<file path="src/rtl/writeback_regfile_pkg.sv">
// rtl/writeback_regfile_pkg.sv - shared pipeline constants for MEMORY and writeback
package writeback_regfile_pkg;

    localparam int XLEN     = 32;
    localparam int NUM_REGS = 32;

    typedef logic [4:0] reg_addr_t;

    localparam reg_addr_t REG_ZERO = 5'd0;

endpackage

</file>
<file path="src/rtl/writeback_regfile_if.sv">
// rtl/writeback_regfile_if.sv - MEMORY->writeback, decode read and debug signal bundle
interface writeback_regfile_if #(
  parameter int DATA_W = 32,
  parameter int CNT_W  = 32
);
  logic [DATA_W-1:0] MW_ALUout;
  logic [4:0]        MW_RD;
  logic [4:0]        ID_RS;
  logic [4:0]        ID_RT;
  logic [DATA_W-1:0] RS_data;
  logic [DATA_W-1:0] RT_data;
  logic [4:0]        WB_RD;
  logic [DATA_W-1:0] WB_DATA;
  logic [CNT_W-1:0]  WR_CNT;
  logic [4:0]        DBG_ADDR;
  logic [DATA_W-1:0] DBG_DATA;

  modport master (
    output MW_ALUout, MW_RD, ID_RS, ID_RT, DBG_ADDR,
    input  RS_data, RT_data, WB_RD, WB_DATA, WR_CNT, DBG_DATA
  );

  modport slave (
    input  MW_ALUout, MW_RD, ID_RS, ID_RT, DBG_ADDR,
    output RS_data, RT_data, WB_RD, WB_DATA, WR_CNT, DBG_DATA
  );
endinterface

</file>
<file path="src/rtl/writeback_regfile_rf.sv">
// rtl/writeback_regfile_rf.sv - 32-entry register array, two read ports plus debug read, one write port
// No bypass here: reads return stored contents; entry 0 is never written and reads as 0.
module regfile_2r1w
  import writeback_regfile_pkg::*;
#(
  parameter int DATA_W = XLEN
) (
  input  logic              clk,
  input  logic              rst,
  input  logic              we,
  input  reg_addr_t         wa,
  input  logic [DATA_W-1:0] wd,
  input  reg_addr_t         ra_a,
  input  reg_addr_t         ra_b,
  input  reg_addr_t         ra_dbg,
  output logic [DATA_W-1:0] rd_a,
  output logic [DATA_W-1:0] rd_b,
  output logic [DATA_W-1:0] rd_dbg
);
  logic [DATA_W-1:0] mem [NUM_REGS];

  always_ff @(posedge clk or posedge rst) begin
    if (rst) begin
      for (int i = 0; i < NUM_REGS; i++) mem[i] <= '0;
    end else if (we && wa != REG_ZERO) begin
      mem[wa] <= wd;
    end
  end

  assign rd_a   = (ra_a   == REG_ZERO) ? '0 : mem[ra_a];
  assign rd_b   = (ra_b   == REG_ZERO) ? '0 : mem[ra_b];
  assign rd_dbg = (ra_dbg == REG_ZERO) ? '0 : mem[ra_dbg];
endmodule

</file>
<file path="src/rtl/writeback_regfile.sv">
// rtl/writeback_regfile.sv - writeback stage: register file with same-cycle bypass, WB forwarding regs, write counter
module writeback_regfile
  import writeback_regfile_pkg::*;
#(
  parameter int DATA_W = XLEN,
  parameter int CNT_W  = 32
) (
  input  logic             clk,
  input  logic             rst,
  writeback_regfile_if.slave bus
);
  logic              wr_en;
  logic [DATA_W-1:0] arr_a;
  logic [DATA_W-1:0] arr_b;

  assign wr_en = (bus.MW_RD != REG_ZERO);

  regfile_2r1w #(.DATA_W(DATA_W)) u_rf (
    .clk    (clk),
    .rst    (rst),
    .we     (wr_en),
    .wa     (bus.MW_RD),
    .wd     (bus.MW_ALUout),
    .ra_a   (bus.ID_RS),
    .ra_b   (bus.ID_RT),
    .ra_dbg (bus.DBG_ADDR),
    .rd_a   (arr_a),
    .rd_b   (arr_b),
    .rd_dbg (bus.DBG_DATA)
  );

  // Decode sees the retiring write in the same cycle; this also holds while rst is high.
  always_comb begin
    bus.RS_data = arr_a;
    bus.RT_data = arr_b;
    if (bus.ID_RS == REG_ZERO)   bus.RS_data = '0;
    else if (bus.ID_RS == bus.MW_RD) bus.RS_data = bus.MW_ALUout;
    if (bus.ID_RT == REG_ZERO)   bus.RT_data = '0;
    else if (bus.ID_RT == bus.MW_RD) bus.RT_data = bus.MW_ALUout;
  end

  always_ff @(posedge clk or posedge rst) begin
    if (rst) begin
      bus.WB_RD   <= REG_ZERO;
      bus.WB_DATA <= '0;
      bus.WR_CNT  <= '0;
    end else if (wr_en) begin
      bus.WB_RD   <= bus.MW_RD;
      bus.WB_DATA <= bus.MW_ALUout;
      bus.WR_CNT  <= bus.WR_CNT + CNT_W'(1);
    end
  end
endmodule

</file>
<file path="src/flat_wrapper.sv">
// flat-port wrapper written by rule: the top's interface ports become plain ports
module writeback_regfile_flat import writeback_regfile_pkg::*;
#(
  parameter int DATA_W = XLEN,
  parameter int CNT_W  = 32
)
  (clk, rst, bus_MW_ALUout, bus_MW_RD, bus_ID_RS, bus_ID_RT, bus_DBG_ADDR, bus_RS_data, bus_RT_data, bus_WB_RD, bus_WB_DATA, bus_WR_CNT, bus_DBG_DATA);
  writeback_regfile_if #(.DATA_W(DATA_W), .CNT_W(CNT_W)) bus_i ();
  input  logic clk;
  input  logic rst;
  input wire logic [$bits(bus_i.MW_ALUout)-1:0] bus_MW_ALUout;
  input wire logic [$bits(bus_i.MW_RD)-1:0] bus_MW_RD;
  input wire logic [$bits(bus_i.ID_RS)-1:0] bus_ID_RS;
  input wire logic [$bits(bus_i.ID_RT)-1:0] bus_ID_RT;
  input wire logic [$bits(bus_i.DBG_ADDR)-1:0] bus_DBG_ADDR;
  output wire logic [$bits(bus_i.RS_data)-1:0] bus_RS_data;
  output wire logic [$bits(bus_i.RT_data)-1:0] bus_RT_data;
  output wire logic [$bits(bus_i.WB_RD)-1:0] bus_WB_RD;
  output wire logic [$bits(bus_i.WB_DATA)-1:0] bus_WB_DATA;
  output wire logic [$bits(bus_i.WR_CNT)-1:0] bus_WR_CNT;
  output wire logic [$bits(bus_i.DBG_DATA)-1:0] bus_DBG_DATA;
  assign bus_i.MW_ALUout = bus_MW_ALUout;
  assign bus_i.MW_RD = bus_MW_RD;
  assign bus_i.ID_RS = bus_ID_RS;
  assign bus_i.ID_RT = bus_ID_RT;
  assign bus_i.DBG_ADDR = bus_DBG_ADDR;
  assign bus_RS_data = bus_i.RS_data;
  assign bus_RT_data = bus_i.RT_data;
  assign bus_WB_RD = bus_i.WB_RD;
  assign bus_WB_DATA = bus_i.WB_DATA;
  assign bus_WR_CNT = bus_i.WR_CNT;
  assign bus_DBG_DATA = bus_i.DBG_DATA;
  writeback_regfile #(.DATA_W(DATA_W), .CNT_W(CNT_W)) u_core (.clk(clk), .rst(rst), .bus(bus_i));
endmodule
</file>
<file path="config.mk">
export PLATFORM = sky130hd
export DESIGN_NAME = writeback_regfile_flat
export DESIGN_NICKNAME = d
export VERILOG_FILES = /design/src/rtl/writeback_regfile_pkg.sv /design/src/rtl/writeback_regfile_if.sv /design/src/rtl/writeback_regfile_rf.sv /design/src/rtl/writeback_regfile.sv /design/src/flat_wrapper.sv
export SDC_FILE = /design/constraint.sdc
export NUM_CORES = 2
export LEC_CHECK = 0
export CAP_MARGIN = 20
export CORE_ASPECT_RATIO = 0.7
export CORE_MARGIN = 1
export CORE_UTILIZATION = 40
export CTS_CLUSTER_DIAMETER = 120
export DETAILED_ROUTE_END_ITERATION = 16
export HOLD_SLACK_MARGIN = 0.08
export SYNTH_ARGS = -nofsm -noshare
export SYNTH_HDL_FRONTEND = slang
export SYNTH_SLANG_ARGS = --single-unit
</file>
<file path="constraint.sdc">
create_clock -name clk -period 34 [get_ports clk]
set_input_delay 3.4 -clock clk [delete_from_list [all_inputs] [get_ports clk]]
set_output_delay 3.4 -clock clk [all_outputs]
set_load 0.005 [all_outputs]
</file>
Yosys cells after proc, flatten, opt, wreduce, memory -nomap -nowiden
Cells that the tools add are included.
{"block": "word_totals", "ff_bits": 1093, "latchBits": 0, "mem_bits_rw": 0, "mem_bits_ro": 0, "output_inout_bits": 165, "elab_cells": 69, "n_memories": 0}
{"block": "classes", "n_addsub": 1, "n_mul": 0, "div_mod_pow": 0, "magnitude_cmp": 5, "n_eq_ne": 2, "shifts": 0, "muxes": 17, "bitwise_logic": 4, "reduce_logical": 5}
{"cell": "$bwmux 1024", "count": 1}
{"cell": "$bmux 32 s5", "count": 3}
{"cell": "$mux 32", "count": 12}
{"cell": "$demux 32 s5", "count": 1}
{"cell": "$add 32x1->32 const B", "count": 1}
{"cell": "$ge 6x6->1 const B", "count": 4}
{"cell": "$not 5->6", "count": 4}
{"cell": "$logic_not 5->1", "count": 3}
{"cell": "$eq 5x5->1", "count": 2}
{"cell": "$lt 6x1->1 const B", "count": 1}
{"cell": "$reduce_bool 5->1", "count": 1}
{"cell": "$logic_and 1x1->1", "count": 1}

Longest topological paths before layout
{"block": "logic_depth", "word_depth": 6, "depth_mapped": 10, "depth_no_buf": 5}

By module
A second synthesis with hierarchy kept.
{"block": "unflattened", "hier_cells": 4828, "hier_area_um2": 66835.4}
{"mod": "regfile_2r1w", "n_inst": 1, "cells_each": 4395, "area_per_inst_um2": 62950.4, "seq_area_each_um2": 25624.6}
{"mod": "writeback_regfile", "n_inst": 1, "cells_each": 433, "area_per_inst_um2": 3885.0, "seq_area_each_um2": 1726.7}

Worst setup path after synthesis
OpenSTA, ideal clock, no wires.
{"block": "synth_timing", "kind": "input port to output port", "startpoint": "in bus_DBG_ADDR[1]", "endpoint": "out bus_DBG_DATA[10]", "arrival_ps": 5140, "required_ps": 30600, "slack_ps": 25460, "cell_stages": 6, "path_cell_list": "buf_2 clkbuf_1 clkbuf_1 mux4_2 mux4_2 a21o_1"}
{"block": "synth_via", "elab_chain_cells": 5}
{"item": "start: declaration", "line": "flat_wrapper.sv:15", "rtl": "input wire logic [$bits(bus_i.DBG_ADDR)-1:0] bus_DBG_ADDR;"}
{"item": "$not 5->6 (implied by the code)", "line": "writeback_regfile_rf.sv:32", "rtl": "assign rd_dbg = (ra_dbg == REG_ZERO) ? '0 : mem[ra_dbg];"}
{"item": "$bmux 32 s5", "line": "writeback_regfile_rf.sv:32"}
{"item": "$mux 32 (implied by the code) (2 in a row)", "line": "writeback_regfile_rf.sv:32"}
{"item": "$mux 32 *", "line": "writeback_regfile_rf.sv:32"}
{"item": "end: declaration", "line": "flat_wrapper.sv:21", "rtl": "output wire logic [$bits(bus_i.DBG_DATA)-1:0] bus_DBG_DATA;"}
Mark *: on every way between the ends. The rest lies on a longest branch, timed or not. The select of a mux whose other input is x is not followed.

Final worst setup path
{"block": "layout_timing", "startpoint": "in bus_DBG_ADDR[0]", "endpoint": "out bus_DBG_DATA[4]"}
Same word-level chain as after synthesis.

==> impl_metrics.tcl <==
set metrics [dict create \
    run_status "completed" \
    synth-seq-cells 1093 \
    post-route-worst-setup-slack_ns 22.02 \
    final_max_slew_viol_count 0 \
    antenna_left 0 \
    die_area_um2 166500 \
    htree_num_levels 3 \
    ir_drop_uv 47.74 \
    synth_sequential_area_ratio 0.4149 \
    grt.overflow.total 0 \
    worst_clock_skew_ns 0.02756 \
    place.detailed.hpwl_mm 157.6 \
    drv_cap 0 \
    dpl_worst_slack_ns 21.94 \
    p_per_area_nw_per_um2 60.27 \
    vias_per_cell 6.933 \
    timing.setup.critical_path_class "in -> out" \
    fin_cells 7121 \
    drt-initial-drc-count 7424 \
    sink_count 1093 \
    transition_time_of_the_tightest_slew_check_pin_ns 1.300 \
    grt_start_max_net_pins 162 \
    antenna_found_initial 12 \
    clockRootBuffer "sky130_fd_sc_hd__clkbuf_16" \
    worst_setup_path_end_kind "primary output" \
    async_flop_share 1.000 \
    top_layer "met5" \
    clk_pin_slew_worst_paths_ns 0.06 \
    r2r_slack_ns 31.82 \
    crit_fanout 60 \
    postSynthNetCount 4911 \
    post_cts_resize_count 0 \
    post-place-cells 6891 \
    met1_length_mm 109.3 \
    track_usage 0.3220 \
    clkLatencyLatePin_ns 0.81 \
    numPortBuffers 218 \
    start_util 0.4035 \
    synth_enable_flop_cells 0 \
    grt_pass1_vias 47473 \
    num-fill-cells 14572 \
    clock_buffers_created_by_tritoncts 118 \
    final.setup.tns_ns 0 \
    period_share 0.3525 \
    ios 219 \
    grt_setup_unrepaired "no" \
    timing.final.crit_period_ns 11.98 \
    clk_path_buf_depth 3 \
    die_h_um 341.7 \
    core_region_area_um2 163400 \
    fraction_of_final_layout_cells_sized_beyond_drive_strength_1 0.3679 \
    dr_wl_met2_mm 111.6 \
    synth_warn 0 \
    crit_arrival_ns 8.58 \
    met3WireLength_mm 31.95 \
    final_core_utilization 0.4533 \
    netlist_instances 4856 \
    postCtsSetupRepairBufs 0 \
    p_leak_uw 0.03084 \
    fmax_mhz 83.45 \
    required_ns 30.60 \
    tritoncts "yes" \
    routed_len_inst_um 37.88 \
    syn-mean-instance-area_um2 13.58 \
    cts.hold.buffers_added 0 \
    die_width_um 487.2 \
    hold_viol_final 0 \
    hold_ws_ns 0.4181 \
    holdCritPathClass "reg -> reg" \
    area_growth_syn_to_layout_pct 12.34 \
    placementRows 124 \
    finalWirelength_mm 269.8 \
    globalplace.congestion 0.9611 \
    timing.critical_path.from_type "input port" \
    grt_pass1_wl_mm 381.9 \
    detail_route.drc_violations 0 \
    netlist_area_um2 65920 \
    vias 49371 \
    worst_slew_margin_rel 0.1112 \
    final_nets 4862 \
    final-setup-viol-count 0 \
    synth-main-ff-cell "sky130_fd_sc_hd__dfrtp_1" \
    synth.lib_cells_used.distinct 63 \
    drtPass1Iterations 6 \
]
[kinds of logic (layout without fill, tap and decap cells)]
kind of cell | count (synthesis) | count (layout) | share of synthesized area
mux | 2113 | 2113 | 0.4406
compound gates | 611 | 611 | 0.06711
buf+inv | 552 | 607 | 0.04026
fa+ha+maj | 1 | 1 | 0.0001898
simple gates | 445 | 445 | 0.03145
other cells | 0 | 5 | 0
xor+xnor | 41 | 41 | 0.005447
flops | 1093 | 1093 | 0.4149
[registers in the layout, summed over array words and instances (netlist names)]
| name | cells |
|---|---|
| u_core.bus.WB_DATA | 32 |
| u_core.u_rf.mem | 1024 |
| u_core.bus.WB_RD | 5 |
| u_core.bus.WR_CNT | 32 |
[cell type report]
class	instances	area, µm²	share of cell area
inverters	3	15.01	0.0002027
multi-input cells	3211	36220	0.4890
flip-flops and latches	1093	27350	0.3693
repair buffers	380	3500	0.04726
diodes	5	12.51	0.0001690
clock inverters	56	733.2	0.009900
clock buffers	168	3471	0.04687
well taps	2205	2759	0.03725
[synth_stat cells, types with 10 or more instances]
library cell / count / area, µm²
sky130_fd_sc_hd__a22oi_1: 30 / 225.2
sky130_fd_sc_hd__buf_6: 31 / 349.1
sky130_fd_sc_hd__a21oi_1: 37 / 185.2
sky130_fd_sc_hd__o22a_1: 15 / 131.4
sky130_fd_sc_hd__buf_4: 44 / 330.3
sky130_fd_sc_hd__a2111oi_0: 32 / 280.3
sky130_fd_sc_hd__nor3_1: 21 / 105.1
sky130_fd_sc_hd__nand2_1: 173 / 649.4
sky130_fd_sc_hd__a21o_1: 46 / 345.3
sky130_fd_sc_hd__o221ai_1: 20 / 175.2
sky130_fd_sc_hd__o21ai_1: 13 / 65.06
sky130_fd_sc_hd__o22ai_1: 161 / 1007
sky130_fd_sc_hd__a221oi_1: 49 / 429.2
sky130_fd_sc_hd__mux2_1: 180 / 2027
sky130_fd_sc_hd__a22o_1: 60 / 525.5
sky130_fd_sc_hd__buf_1: 46 / 172.7
sky130_fd_sc_hd__nor4_1: 21 / 131.4
sky130_fd_sc_hd__mux4_2: 531 / 11960
sky130_fd_sc_hd__xnor2_1: 28 / 245.2
sky130_fd_sc_hd__o21ai_0: 59 / 295.3
sky130_fd_sc_hd__dfrtp_1: 1093 / 27350
sky130_fd_sc_hd__nand4_1: 10 / 62.56
sky130_fd_sc_hd__a211oi_1: 22 / 165.2
sky130_fd_sc_hd__buf_2: 147 / 735.7
sky130_fd_sc_hd__a31oi_1: 12 / 75.07
sky130_fd_sc_hd__nand3_1: 29 / 145.1
sky130_fd_sc_hd__nand3b_1: 10 / 75.07
sky130_fd_sc_hd__o31ai_1: 24 / 180.2
sky130_fd_sc_hd__nor2_1: 116 / 435.4
sky130_fd_sc_hd__xor2_1: 13 / 113.9
sky130_fd_sc_hd__a2111oi_2: 10 / 150.1
sky130_fd_sc_hd__mux2_2: 821 / 9245
sky130_fd_sc_hd__mux2i_1: 581 / 5816
sky130_fd_sc_hd__and3_1: 11 / 68.82
sky130_fd_sc_hd__clkbuf_1: 281 / 1055
[metal layers]
metal / up-vias / GRT usage
li1: 18870 / -
met1: 26189 / 0.4492
met2: 3486 / 0.4439
met3: 812 / 0.1009
met4: 14 / 0.1729
met5: - / 0
[stage by stage]
| step | power, µW | instance area, µm² |
|---|---|---|
| after floorplan | 2619 | 65920 |
| final | 4463 | 74060 |
| after detailed placement | 3036 | 69830 |
| after global placement | 3010 | 69800 |
| after CTS | 4437 | 74030 |
| after global routing | 4618 | 74040 |
[final timing paths]
| check | from | end | depth (start not counted) |
|---|---|---|---|
| min in group asynchronous | rst | u_core.u_rf.mem[64] | 2 |
| max in group asynchronous | rst | u_core.u_rf.mem[538] | 6 |
| hold reg to reg | u_core.u_rf.mem[1018] | u_core.u_rf.mem[1018] | 0 |
| hold / removal | u_core.u_rf.mem[1018] | u_core.u_rf.mem[1018] | 0 |
| setup reg to reg | u_core.bus.WR_CNT[12] | u_core.bus.WR_CNT[25] | 5 |
| setup / recovery | bus_DBG_ADDR[0] | bus_DBG_DATA[4] | 8 |
[critical path: stages]
cell and delay, ns:
sky130_fd_sc_hd__buf_8 0.52, sky130_fd_sc_hd__buf_4 0.79, sky130_fd_sc_hd__buf_4 0.82, sky130_fd_sc_hd__buf_4 0.87, sky130_fd_sc_hd__mux4_2 0.61, sky130_fd_sc_hd__mux4_2 0.48, sky130_fd_sc_hd__a21o_1 0.35, sky130_fd_sc_hd__clkdlybuf4s50_1 0.53
[power by group]
group / leakage [µW] / switching (µW) / total (µW) / internal [µW]
registers: 0.0135 / 309 / 1890 / 1580
logic: 0.0153 / 510 / 1160 / 654
clock network: 0.00206 / 600 / 1410 / 806
[cell usage in the layout, fill, tap and decap left out, types with 17 or more instances in the layout]
master                            instances
sky130_fd_sc_hd__nand3_1                 24
sky130_fd_sc_hd__o31ai_1                 24
sky130_fd_sc_hd__a21o_1                  46
sky130_fd_sc_hd__o22ai_1                161
sky130_fd_sc_hd__mux2_1                 180
sky130_fd_sc_hd__a22oi_1                 30
sky130_fd_sc_hd__a22o_1                  60
sky130_fd_sc_hd__nor2_1                 100
sky130_fd_sc_hd__dfrtp_1               1093
sky130_fd_sc_hd__a2111oi_0               32
sky130_fd_sc_hd__mux2i_1                581
sky130_fd_sc_hd__a21oi_1                 37
sky130_fd_sc_hd__nand2_1                161
sky130_fd_sc_hd__clkbuf_16              118
sky130_fd_sc_hd__nor3_1                  19
sky130_fd_sc_hd__clkinv_2                24
sky130_fd_sc_hd__a221oi_1                49
sky130_fd_sc_hd__o221ai_1                20
sky130_fd_sc_hd__nor4_1                  21
sky130_fd_sc_hd__buf_4                  154
sky130_fd_sc_hd__a211oi_1                22
sky130_fd_sc_hd__clkbuf_8                36
sky130_fd_sc_hd__xnor2_1                 28
sky130_fd_sc_hd__clkbuf_1                17
sky130_fd_sc_hd__o21ai_0                 59
sky130_fd_sc_hd__mux4_2                 531
sky130_fd_sc_hd__clkdlybuf4s50_1        203
sky130_fd_sc_hd__mux2_2                 821
No activity file was read; power rests on OpenSTA's default activity.
